<file path="src/rtl/lsu_ctrl.sv">
// lsu_ctrl: MEM-stage load/store initiator for a word-wide data memory.
// Loads are lane-selected and sign/zero-extended. Sub-word stores run a
// two-cycle read-modify-write. One request is in flight at a time, and there
// is a single registered response slot with valid/ready backpressure.
// Optional feature macro: LSU_SUBWORD_EN enables byte/half accesses. Without
// it, byte and half requests are answered with rsp_err and never touch memory.

module lsu_ctrl #(
  parameter int ADDR_LINE = 8,
  parameter int D_SIZE    = 32,
  parameter int TAG_W     = 5
) (
  input  logic                 clk,
  input  logic                 reset,
  input  logic                 req_valid,
  output logic                 req_ready,
  input  logic                 req_we,
  input  logic [1:0]           req_size,
  input  logic                 req_unsigned,
  input  logic [ADDR_LINE+1:0] req_addr,
  input  logic [D_SIZE-1:0]    req_wdata,
  input  logic [TAG_W-1:0]     req_tag,
  output logic                 rsp_valid,
  input  logic                 rsp_ready,
  output logic [D_SIZE-1:0]    rsp_data,
  output logic [TAG_W-1:0]     rsp_tag,
  output logic                 rsp_err,
  output logic                 mem_rw,
  output logic [ADDR_LINE-1:0] mem_addr,
  output logic [D_SIZE-1:0]    mem_wdata,
  input  logic [D_SIZE-1:0]    mem_rdata
);

  localparam logic [1:0] SZ_WORD = 2'b10;
`ifdef LSU_SUBWORD_EN
  localparam logic [1:0] SZ_BYTE = 2'b00;
  localparam logic [1:0] SZ_HALF = 2'b01;

  typedef enum logic {IDLE, MERGE_WR} state_t;
`else
  typedef enum logic {IDLE} state_t;
`endif

  state_t state_q, state_d;

  logic              rsp_valid_q, rsp_valid_d;
  logic [D_SIZE-1:0] rsp_data_q,  rsp_data_d;
  logic [TAG_W-1:0]  rsp_tag_q,   rsp_tag_d;
  logic              rsp_err_q,   rsp_err_d;

`ifdef LSU_SUBWORD_EN
  logic [ADDR_LINE-1:0] merge_addr_q, merge_addr_d;
  logic [D_SIZE-1:0]    merge_data_q, merge_data_d;
  logic [7:0]           lane_byte;
  logic [15:0]          lane_half;
  logic [D_SIZE-1:0]    merged_word;
`endif

  logic                 req_fire;
  logic                 req_err;
  logic [ADDR_LINE-1:0] word_idx;
  logic [D_SIZE-1:0]    load_data;

  assign word_idx  = req_addr[ADDR_LINE+1:2];
  assign req_ready = (state_q == IDLE) && (!rsp_valid_q || rsp_ready);
  assign req_fire  = req_valid && req_ready;

  assign rsp_valid = rsp_valid_q;
  assign rsp_data  = rsp_data_q;
  assign rsp_tag   = rsp_tag_q;
  assign rsp_err   = rsp_err_q;

  // Flag misaligned or unsupported sizes so they are answered without a memory access
  always_comb begin
    req_err = 1'b1;
    case (req_size)
`ifdef LSU_SUBWORD_EN
      SZ_BYTE: req_err = 1'b0;
      SZ_HALF: req_err = req_addr[0];
`endif
      SZ_WORD: req_err = (req_addr[1:0] != 2'b00);
      default: req_err = 1'b1;
    endcase
  end

`ifdef LSU_SUBWORD_EN
  // Pick the little-endian lane for loads and build the merged word for sub-word stores
  always_comb begin
    lane_byte   = mem_rdata[{req_addr[1:0], 3'b000} +: 8];
    lane_half   = mem_rdata[{req_addr[1], 4'b0000} +: 16];
    load_data   = mem_rdata;
    merged_word = mem_rdata;
    case (req_size)
      SZ_BYTE: begin
        load_data = {{(D_SIZE-8){lane_byte[7] & ~req_unsigned}}, lane_byte};
        merged_word[{req_addr[1:0], 3'b000} +: 8] = req_wdata[7:0];
      end
      SZ_HALF: begin
        load_data = {{(D_SIZE-16){lane_half[15] & ~req_unsigned}}, lane_half};
        merged_word[{req_addr[1], 4'b0000} +: 16] = req_wdata[15:0];
      end
      default: ;
    endcase
  end
`else
  logic unused_subword;
  assign load_data      = mem_rdata;
  assign unused_subword = req_unsigned;
`endif

  // Next-state, memory port drive and response-register update for every request kind
  always_comb begin
    state_d      = state_q;
    rsp_valid_d  = rsp_valid_q;
    rsp_data_d   = rsp_data_q;
    rsp_tag_d    = rsp_tag_q;
    rsp_err_d    = rsp_err_q;
    mem_rw       = 1'b0;
    mem_addr     = '0;
    mem_wdata    = '0;
`ifdef LSU_SUBWORD_EN
    merge_addr_d = merge_addr_q;
    merge_data_d = merge_data_q;
`endif

    if (rsp_valid_q && rsp_ready) begin
      rsp_valid_d = 1'b0;
    end

    case (state_q)
      IDLE: begin
        if (req_fire) begin
          rsp_tag_d = req_tag;
          if (req_err) begin
            rsp_valid_d = 1'b1;
            rsp_err_d   = 1'b1;
            rsp_data_d  = '0;
          end else if (!req_we) begin
            mem_addr    = word_idx;
            rsp_valid_d = 1'b1;
            rsp_err_d   = 1'b0;
            rsp_data_d  = load_data;
          end else if (req_size == SZ_WORD) begin
            mem_rw      = 1'b1;
            mem_addr    = word_idx;
            mem_wdata   = req_wdata;
            rsp_valid_d = 1'b1;
            rsp_err_d   = 1'b0;
            rsp_data_d  = '0;
          end
`ifdef LSU_SUBWORD_EN
          else begin
            mem_addr     = word_idx;
            merge_addr_d = word_idx;
            merge_data_d = merged_word;
            state_d      = MERGE_WR;
          end
`endif
        end
      end
`ifdef LSU_SUBWORD_EN
      MERGE_WR: begin
        mem_rw      = 1'b1;
        mem_addr    = merge_addr_q;
        mem_wdata   = merge_data_q;
        rsp_valid_d = 1'b1;
        rsp_err_d   = 1'b0;
        rsp_data_d  = '0;
        state_d     = IDLE;
      end
`endif
      default: state_d = IDLE;
    endcase
  end

  // FSM state, response register and merge latches; reset drops any pending write
  always_ff @(posedge clk or negedge reset) begin
    if (!reset) begin
      state_q      <= IDLE;
      rsp_valid_q  <= 1'b0;
      rsp_data_q   <= '0;
      rsp_tag_q    <= '0;
      rsp_err_q    <= 1'b0;
`ifdef LSU_SUBWORD_EN
      merge_addr_q <= '0;
      merge_data_q <= '0;
`endif
    end else begin
      state_q      <= state_d;
      rsp_valid_q  <= rsp_valid_d;
      rsp_data_q   <= rsp_data_d;
      rsp_tag_q    <= rsp_tag_d;
      rsp_err_q    <= rsp_err_d;
`ifdef LSU_SUBWORD_EN
      merge_addr_q <= merge_addr_d;
      merge_data_q <= merge_data_d;
`endif
    end
  end

endmodule
</file>
<file path="config.mk">
export PLATFORM = sky130hd
export DESIGN_NAME = lsu_ctrl
export DESIGN_NICKNAME = d
export VERILOG_FILES = /design/src/rtl/lsu_ctrl.sv
export SDC_FILE = /design/constraint.sdc
export NUM_CORES = 1
export LEC_CHECK = 0
export BUFFER_PORTS_ARGS = -buffer_cell sky130_fd_sc_hd__buf_2
export CAP_MARGIN = 20
export CORE_MARGIN = 3
export CORE_UTILIZATION = 35
export CTS_BUF_LIST = sky130_fd_sc_hd__clkbuf_4
export CTS_CLUSTER_DIAMETER = 50
export CTS_CLUSTER_SIZE = 30
export DETAILED_ROUTE_END_ITERATION = 7
export PLACE_DENSITY = 0.75
export RECOVER_POWER = 100
export SKIP_CTS_REPAIR_TIMING = 1
export SYNTH_ARGS = -nofsm -noshare
export SYNTH_HDL_FRONTEND = slang
export SYNTH_SLANG_ARGS = --single-unit
</file>
<file path="constraint.sdc">
create_clock -name clk -period 1.9 [get_ports clk]
set_clock_uncertainty 0.05 [all_clocks]
set_input_delay 0.38 -clock clk [delete_from_list [all_inputs] [get_ports clk]]
set_output_delay 0.38 -clock clk [all_outputs]
set_load 0.005 [all_outputs]
</file>
=== After elaboration in Yosys (flattened, before gate mapping) ===
Index checks and enable logic that the tools add are counted.

* Register bits: 39
* Input bits: 87

* Equality and inequality tests: 2
* Muxes and demuxes: 24
* Reductions and logical operators: 6

{| class="wikitable"
|+ Operator list
! cell !! count
|-
| $mux W32 || 7
|-
| $mux W8 || 4
|-
| $mux W1 || 13
|-
| $ne A3 B1 Y1 const B || 1
|-
| $eq A2 B2 Y1 const B || 1
|-
| $logic_and A1 B1 Y1 || 2
|-
| $reduce_and A2 Y1 || 1
|-
| $reduce_bool A2 Y1 || 1
|-
| $logic_not A1 Y1 || 1
|-
| $logic_or A1 B1 Y1 || 1
|}

=== Depth between registers and ports, before layout ===
Gate-level depths: netlist of run 1.

* Depth after elaboration: 6
* Gate-level depth with buffers: 5
* Depth with buffers taken out: 4

=== Worst setup path before layout of run 1 ===
OpenSTA, ideal clock, no wires.

* Path kind: input port to output port
* Start: input port req_size[0]
* End: output port mem_wdata[19]
* Arrival: 1.512 ns
* Data required time: 1.470 ns
* Path slack: -0.042 ns
* Stages: 4
* Path through: or4b_4 nor4_4 buf_6 and2_1

* Word-level cells in the longest chain between the ends: 5
* Elaborated cells on any way between the ends: 6

{| class="wikitable"
|+ Ends and longest elaborated chain
! element !! line !! source
|-
| start: declaration || 18 || <nowiki>input logic [1:0] req_size,</nowiki>
|-
| $eq A2 B2 Y1 (*) || 76, 143 ||
|-
| $mux W32 || 143 || <nowiki>end else if (req_size == SZ_WORD) begin</nowiki>
|-
| $mux W32 || 138 || <nowiki>end else if (!req_we) begin</nowiki>
|-
| $mux W32 (*) || 134 || <nowiki>if (req_err) begin</nowiki>
|-
| $mux W32 (*) || 132 || <nowiki>if (req_fire) begin</nowiki>
|-
| end: declaration || 30 || <nowiki>output logic [D_SIZE-1:0] mem_wdata,</nowiki>
|}

Every way passes the cells marked *; elsewhere a longest branch is shown, timed or not.

=== Worst setup path after layout of run 1 ===
* Start: input port req_addr[0]
* End: output port mem_wdata[31]

* Word-level cells in the longest chain between the ends: 4

{| class="wikitable"
|+ Ends and longest elaborated chain
! element !! line !! source
|-
| start: declaration || 20 || <nowiki>input logic [ADDR_LINE+1:0] req_addr,</nowiki>
|-
| $reduce_bool A2 Y1 || 81 || <nowiki>SZ_WORD: req_err = (req_addr[1:0] != 2'b00);</nowiki>
|-
| $mux W1 || 76 || <nowiki>case (req_size)</nowiki>
|-
| $mux W32 || 134 ||
|-
| $mux W32 || 132 ||
|}

No other way between the ends.

==> results of run 1 <==
cell usage in the layout (no fill, tap or decap), types with 2 or more instances in the layout:
| cell | Yosys | layout |
|---|---|---|
| o2bb2ai_1 | 32 | 32 |
| clkbuf_1 | 5 | 24 |
| clkbuf_2 | 0 | 3 |
| dfrtp_1 | 39 | 39 |
| and2_1 | 40 | 15 |
| buf_6 | 3 | 29 |
| mux2_2 | 5 | 5 |
| clkbuf_4 | 0 | 7 |
| nand3_1 | 32 | 32 |
| inv_1 | 2 | 3 |
| buf_4 | 0 | 7 |
| and2_4 | 0 | 25 |
| nand2_1 | 2 | 2 |
| clkbuf_16 | 0 | 2 |
| buf_2 | 6 | 119 |
where the power goes:
| part | total, mW | switching [mW] | internal (mW) |
|---|---|---|---|
| clock | 0.578 | 0.301 | 0.277 |
| sequential | 0.873 | 0.0144 | 0.858 |
| combinational | 0.279 | 0.139 | 0.140 |
flip-flops by register name (all words and copies together) (netlist names):
signal / cells
rsp_tag: 5
rsp_data: 32
rsp_err: 1
rsp_valid: 1
final cells by class:
type                            instances  area, um2  area share [%]
Tap cell                               70      87.58           2.725
Sequential cell                        39      975.9           30.36
Timing Repair Buffer                  188       1175           36.55
Multi-Input combinational cell        118      883.3           27.48
Inverter                                3      11.26          0.3503
Clock inverter                          3      43.79           1.362
Clock buffer                            5      37.54           1.168
critical path: cells and delay by family:
kind          cells  cell delay [ns]
buf+inv           4             0.52
simple gates      3             0.95
logic make-up (layout without fill, tap and decap cells):
group,after synthesis,count (layout),synth area share (%)
and+or+nand+nor,80,80,25.25
DFF,39,39,51.42
AOI/OAI and AO/OA,33,33,15.03
buffers and inverters,19,199,5.340
muxes,5,5,2.966
per-stage QoR:
step | setup TNS [ns] | worst slack, ns | hold WS (ns) | power (mW)
5_1_grt | -18.33 | -0.4135 | 0.1774 | 1.819
2_1_floorplan | -1.187 | -0.04178 | 0.03441 | 0.9904
3_3_place_gp | -8.646 | -0.2306 | 0.3127 | 1.167
3_5_place_dp | -9.130 | -0.2410 | 0.3197 | 1.174
6_report | -12.99 | -0.3716 | 0.2029 | 1.730
4_1_cts | -10.85 | -0.2934 | -0.07697 | 1.751
routing by layer:
layer / GRT usage [%] / vias to the layer above / share of wire (%)
met5: 0 / - / 0
met4: 4.467 / 0 / 0.99
met3: 5.869 / 8 / 7.4
met2: 35.81 / 94 / 54
met1: 22.51 / 991 / 38
li1: - / 980 / -
path summary, 6_finish.rpt:
path	to	slack (ns)	depth (start not counted)
worst max-delay path	mem_wdata[31]	-0.37	7
worst min-delay path	rsp_tag[1]	0.20	2
worst max register to register	rsp_data[30]	0.05	7
worst min register to register	rsp_data[18]	0.45	1
max in group asynchronous	rsp_tag[2]	0.11	3
min in group asynchronous	rsp_tag[1]	0.70	2
==> results.cfg, run 1 <==
[timing]
finalHoldViolations = 0
period_share_pct = 119.6
setup_ws_ns = -0.3716
max_freq_mhz = 440.2
rsz0062_at_grt = true
finalSetupViolations = 42
worst_pin_slew_ns = 1.134
slew_headroom_pct = 24.39
post-route-min-period_ns = 2.272
slew_viol_final = 0

[floorplan]
die_area_mm2 = 0.006343
io_pins = 168
die_w_um = 79.64
die_h_um = 79.64
start_util_pct = 36.70
core_area_mm2 = 0.005172
rows = 26

[finish]
final_util_pct = 62.14
instances_no_fill = 426
synthToLayoutAreaGrowth_pct = 69.35
num_antenna_cells = 0
drive_gt1_share_pct = 57.30
fin_nets = 442
finalInstanceArea_mm2 = 0.003214
fillers = 464

[worst_setup_path]
cp.required_ns = 1.47
cpMaxStageDelayCell = or4b_4
cp.arrival_ns = 1.84
crit_path_start_kind = primary input
r2r_start = rsp_valid
cp_common_cell = buf_6
crit_chain = buf_6, or4b_4, nor4_4, buf_6, buf_6, and2_1, buf_2
end_kind = output pin
worstSetupPathType = primary input to output pin
cp_max_fo = 8
crit_start = req_addr[0]
slowest_delay_ns = 0.57

[power_and_ir_drop]
max-vdd-ir-drop_v = 0.0004468
p_leak_nw = 1.670
power.density_mw_per_mm2 = 538.2

[placement]
dpl.hpwl_mm = 4.971
gp_congestion = 0.7576
io_buffers = 166
place_area_mm2 = 0.002904
placedCellCount = 412

[global_route]
antenna_found_initial = 0
grt_first_pass_wirelength_mm = 9.673
grt_overflow = 0
grt_max_degree = 35
grt_pass1_vias = 1962
grtUsageTotal_pct = 19.68

[logic_synthesis]
ys_seq_area_share_pct = 51.42
synth_cell_types = 19
synth_nets = 263
yosys.area.top_type = dfrtp_1
synth_area_leaders = dfrtp_1 51%, o2bb2ai_1 15%, and2_1 13%
yosys-top-cells-count = 40 x and2_1, 39 x dfrtp_1, 32 x nand3_1, 32 x o2bb2ai_1, 6 x buf_2
yosys_warnings = 0
synthesis.area_mm2 = 0.001898
synthCells = 176
synthFlopType = dfrtp_1
yosys.cell_count.top_type = and2_1
synth-async-reset-ratio_pct = 100.0
syn_area_per_cell_um2 = 10.78
synth_edf_count = 0
ys_ff_latch = 39
synth_top_area_share_pct = 51.42

[routing]
wire_per_inst_um = 16.92
drt-pass1-iter-count = 4
ant_nets = 0
via_count = 2073
wirelength_mm = 7.206
viasPerCell = 4.866
drt_iter0_markers = 71
remaining_drc_errors = 0

[clock_network]
clk_path_buf_depth = 2
h-tree-depth = 2
cts_tree = built
cts-root-buf = clkbuf_4
numCtsBuffers = 5
clkTransAtPathRegs_ns = 0.13
clk_latency_ns = 0.34
clkSinkCount = 39

[run_status]
status = finished, violations left
violations = setup timing

[flow_run]
maxCapViolations = 0

[worst_hold_path]
hp-class = primary input to register
min_from = req_tag[1]
(Power assumes the default switching activity.)
==> run 2, diff against run 1 <==
--- a/config.mk
+++ b/config.mk
@@ -13,8 +13,9 @@
 export CTS_CLUSTER_DIAMETER = 50
 export CTS_CLUSTER_SIZE = 30
 export DETAILED_ROUTE_END_ITERATION = 7
+export HOLD_SLACK_MARGIN = 0.1
 export PLACE_DENSITY = 0.75
-export RECOVER_POWER = 100
+export RECOVER_POWER = 25
 export SKIP_CTS_REPAIR_TIMING = 1
 export SYNTH_ARGS = -nofsm -noshare
 export SYNTH_HDL_FRONTEND = slang
==> run 2 against run 1 <==
The run still ends with setup timing left. Via count increased by 0.63%. Setup slack about the same. Sequential power about the same. Total power increased by 0.80%. Wire length about the same. Register-to-register slack improved by 0.36 ns. Largest power group unchanged.
==> results.cfg, run 2 (same netlist as run 1, synthesis figures left out) <==
[placement]
dpl.hpwl_mm = 4.971
place_area_mm2 = 0.002904
pre_cts_slack_ns = -0.2410
gp_congestion = 0.7576
io_buffers = 166

[floorplan]
die_area_mm2 = 0.006343
die_w_um = 79.64
start_util_pct = 36.70
die_h_um = 79.64
core_area_mm2 = 0.005172
rows = 26
io_pins = 168

[routing]
via_count = 2086
ant_nets = 0
wirelength_mm = 7.213
remaining_drc_errors = 0
drt-pass1-iter-count = 4
viasPerCell = 4.897
wire_per_inst_um = 16.93
drt_iter0_markers = 70

[global_route]
grt_max_degree = 35
grtUsageTotal_pct = 19.68
grt_pass1_vias = 1962
grt_first_pass_wirelength_mm = 9.673
grt_overflow = 0
antenna_found_initial = 0

[finish]
drive_gt1_share_pct = 64.04
fin_nets = 442
synthToLayoutAreaGrowth_pct = 72.45
layout_commonest_cell = buf_2
num_antenna_cells = 0
final_cell_mix = 138 x buf_2, 39 x dfrtp_1, 32 x nand3_1, 32 x o2bb2ai_1, 29 x buf_6
fillers = 454
multi_input_area_um2 = 883.3
regArea_um2 = 975.9
finalInstanceArea_mm2 = 0.003273
largest_reg_flops = 32

[worst_setup_path]
cp_common_cell = buf_6
cpMaxStageDelayCell = or4b_4
crit_chain = buf_6, or4b_4, nor4_4, buf_6, buf_6, and2_1, buf_2
cp.required_ns = 1.47
crit_path_start_kind = primary input
cp_max_fo = 8
slowest_delay_ns = 0.57
worstSetupPathType = primary input to output pin
ff2ff_setup_slack_ns = 0.41
end_kind = output pin
cp.arrival_ns = 1.84

[timing]
finalHoldViolations = 0
slew_headroom_pct = 24.90
slew_viol_final = 0
holdWs_ns = 0.2034
worst_pin_slew_ns = 1.127
rsz0062_at_grt = true
tns_ns = -12.79
finalSetupViolations = 41
period_share_pct = 119.5
max_freq_mhz = 440.3
post-route-min-period_ns = 2.271
setup_ws_ns = -0.3714

[flow_run]
maxCapViolations = 0

[clock_network]
h-tree-depth = 2
cts_tree = built
cts-root-buf = clkbuf_4
clkSinkCount = 39
clk_latency_ns = 0.34
numCtsBuffers = 5
clk_path_buf_depth = 2
clkTransAtPathRegs_ns = 0.13

[power_and_ir_drop]
power.density_mw_per_mm2 = 532.7
max-vdd-ir-drop_v = 0.0004458
p_leak_nw = 1.769
fin_total_pwr_mw = 1.744

[run_status]
status = finished, violations left
violations = setup timing

[worst_hold_path]
hp-class = primary input to register
[run 2: critical path: cells and delay by family]
kind | cells | cell delay [ns]
AND/OR/NAND/NOR | 3 | 0.95
buffers and inverters | 4 | 0.52
[run 2: area by class of cell]
| type | count | area share [%] |
|---|---|---|
| flip-flops and latches | 39 | 29.82 |
| clock buffers | 5 | 1.147 |
| multi-input cells | 118 | 26.99 |
| inverters | 3 | 0.3440 |
| well taps | 70 | 2.676 |
| repair buffers | 188 | 37.69 |
| clock inverters | 3 | 1.338 |
[run 2: metal layers]
metal | GRT usage [%] | up-vias | share of wire [%]
met4 | 4.467 | 0 | 1.0
met2 | 35.81 | 93 | 54
met5 | 0 | - | 0
met3 | 5.869 | 8 | 7.3
li1 | - | 981 | -
met1 | 22.51 | 1004 | 38
[run 2: power by group]
part / total (mW) / switching [mW] / internal (mW)
registers: 0.872 / 0.0140 / 0.858
logic: 0.294 / 0.141 / 0.153
clock network: 0.577 / 0.300 / 0.277
[run 2: metrics by stage]
| step | utilization [%] | instances |
|---|---|---|
| final | 63.28 | 426 |
| after global routing | 63.28 | 426 |
| after CTS | 57.72 | 420 |
| after detailed placement | 56.14 | 412 |
| after global placement | 56.14 | 412 |
| after floorplan | - | 176 |
[run 2: path summary, 6_finish.rpt]
path                         startpoint  cells past startpoint       endpoint
min reg2reg                rsp_data[18]                      1   rsp_data[18]
max                         req_addr[0]                      7  mem_wdata[31]
max reg2reg                   rsp_valid                      7    rsp_data[9]
min in group asynchronous         reset                      2     rsp_tag[1]
max in group asynchronous         reset                      3   rsp_data[29]
min                          req_tag[1]                      2     rsp_tag[1]
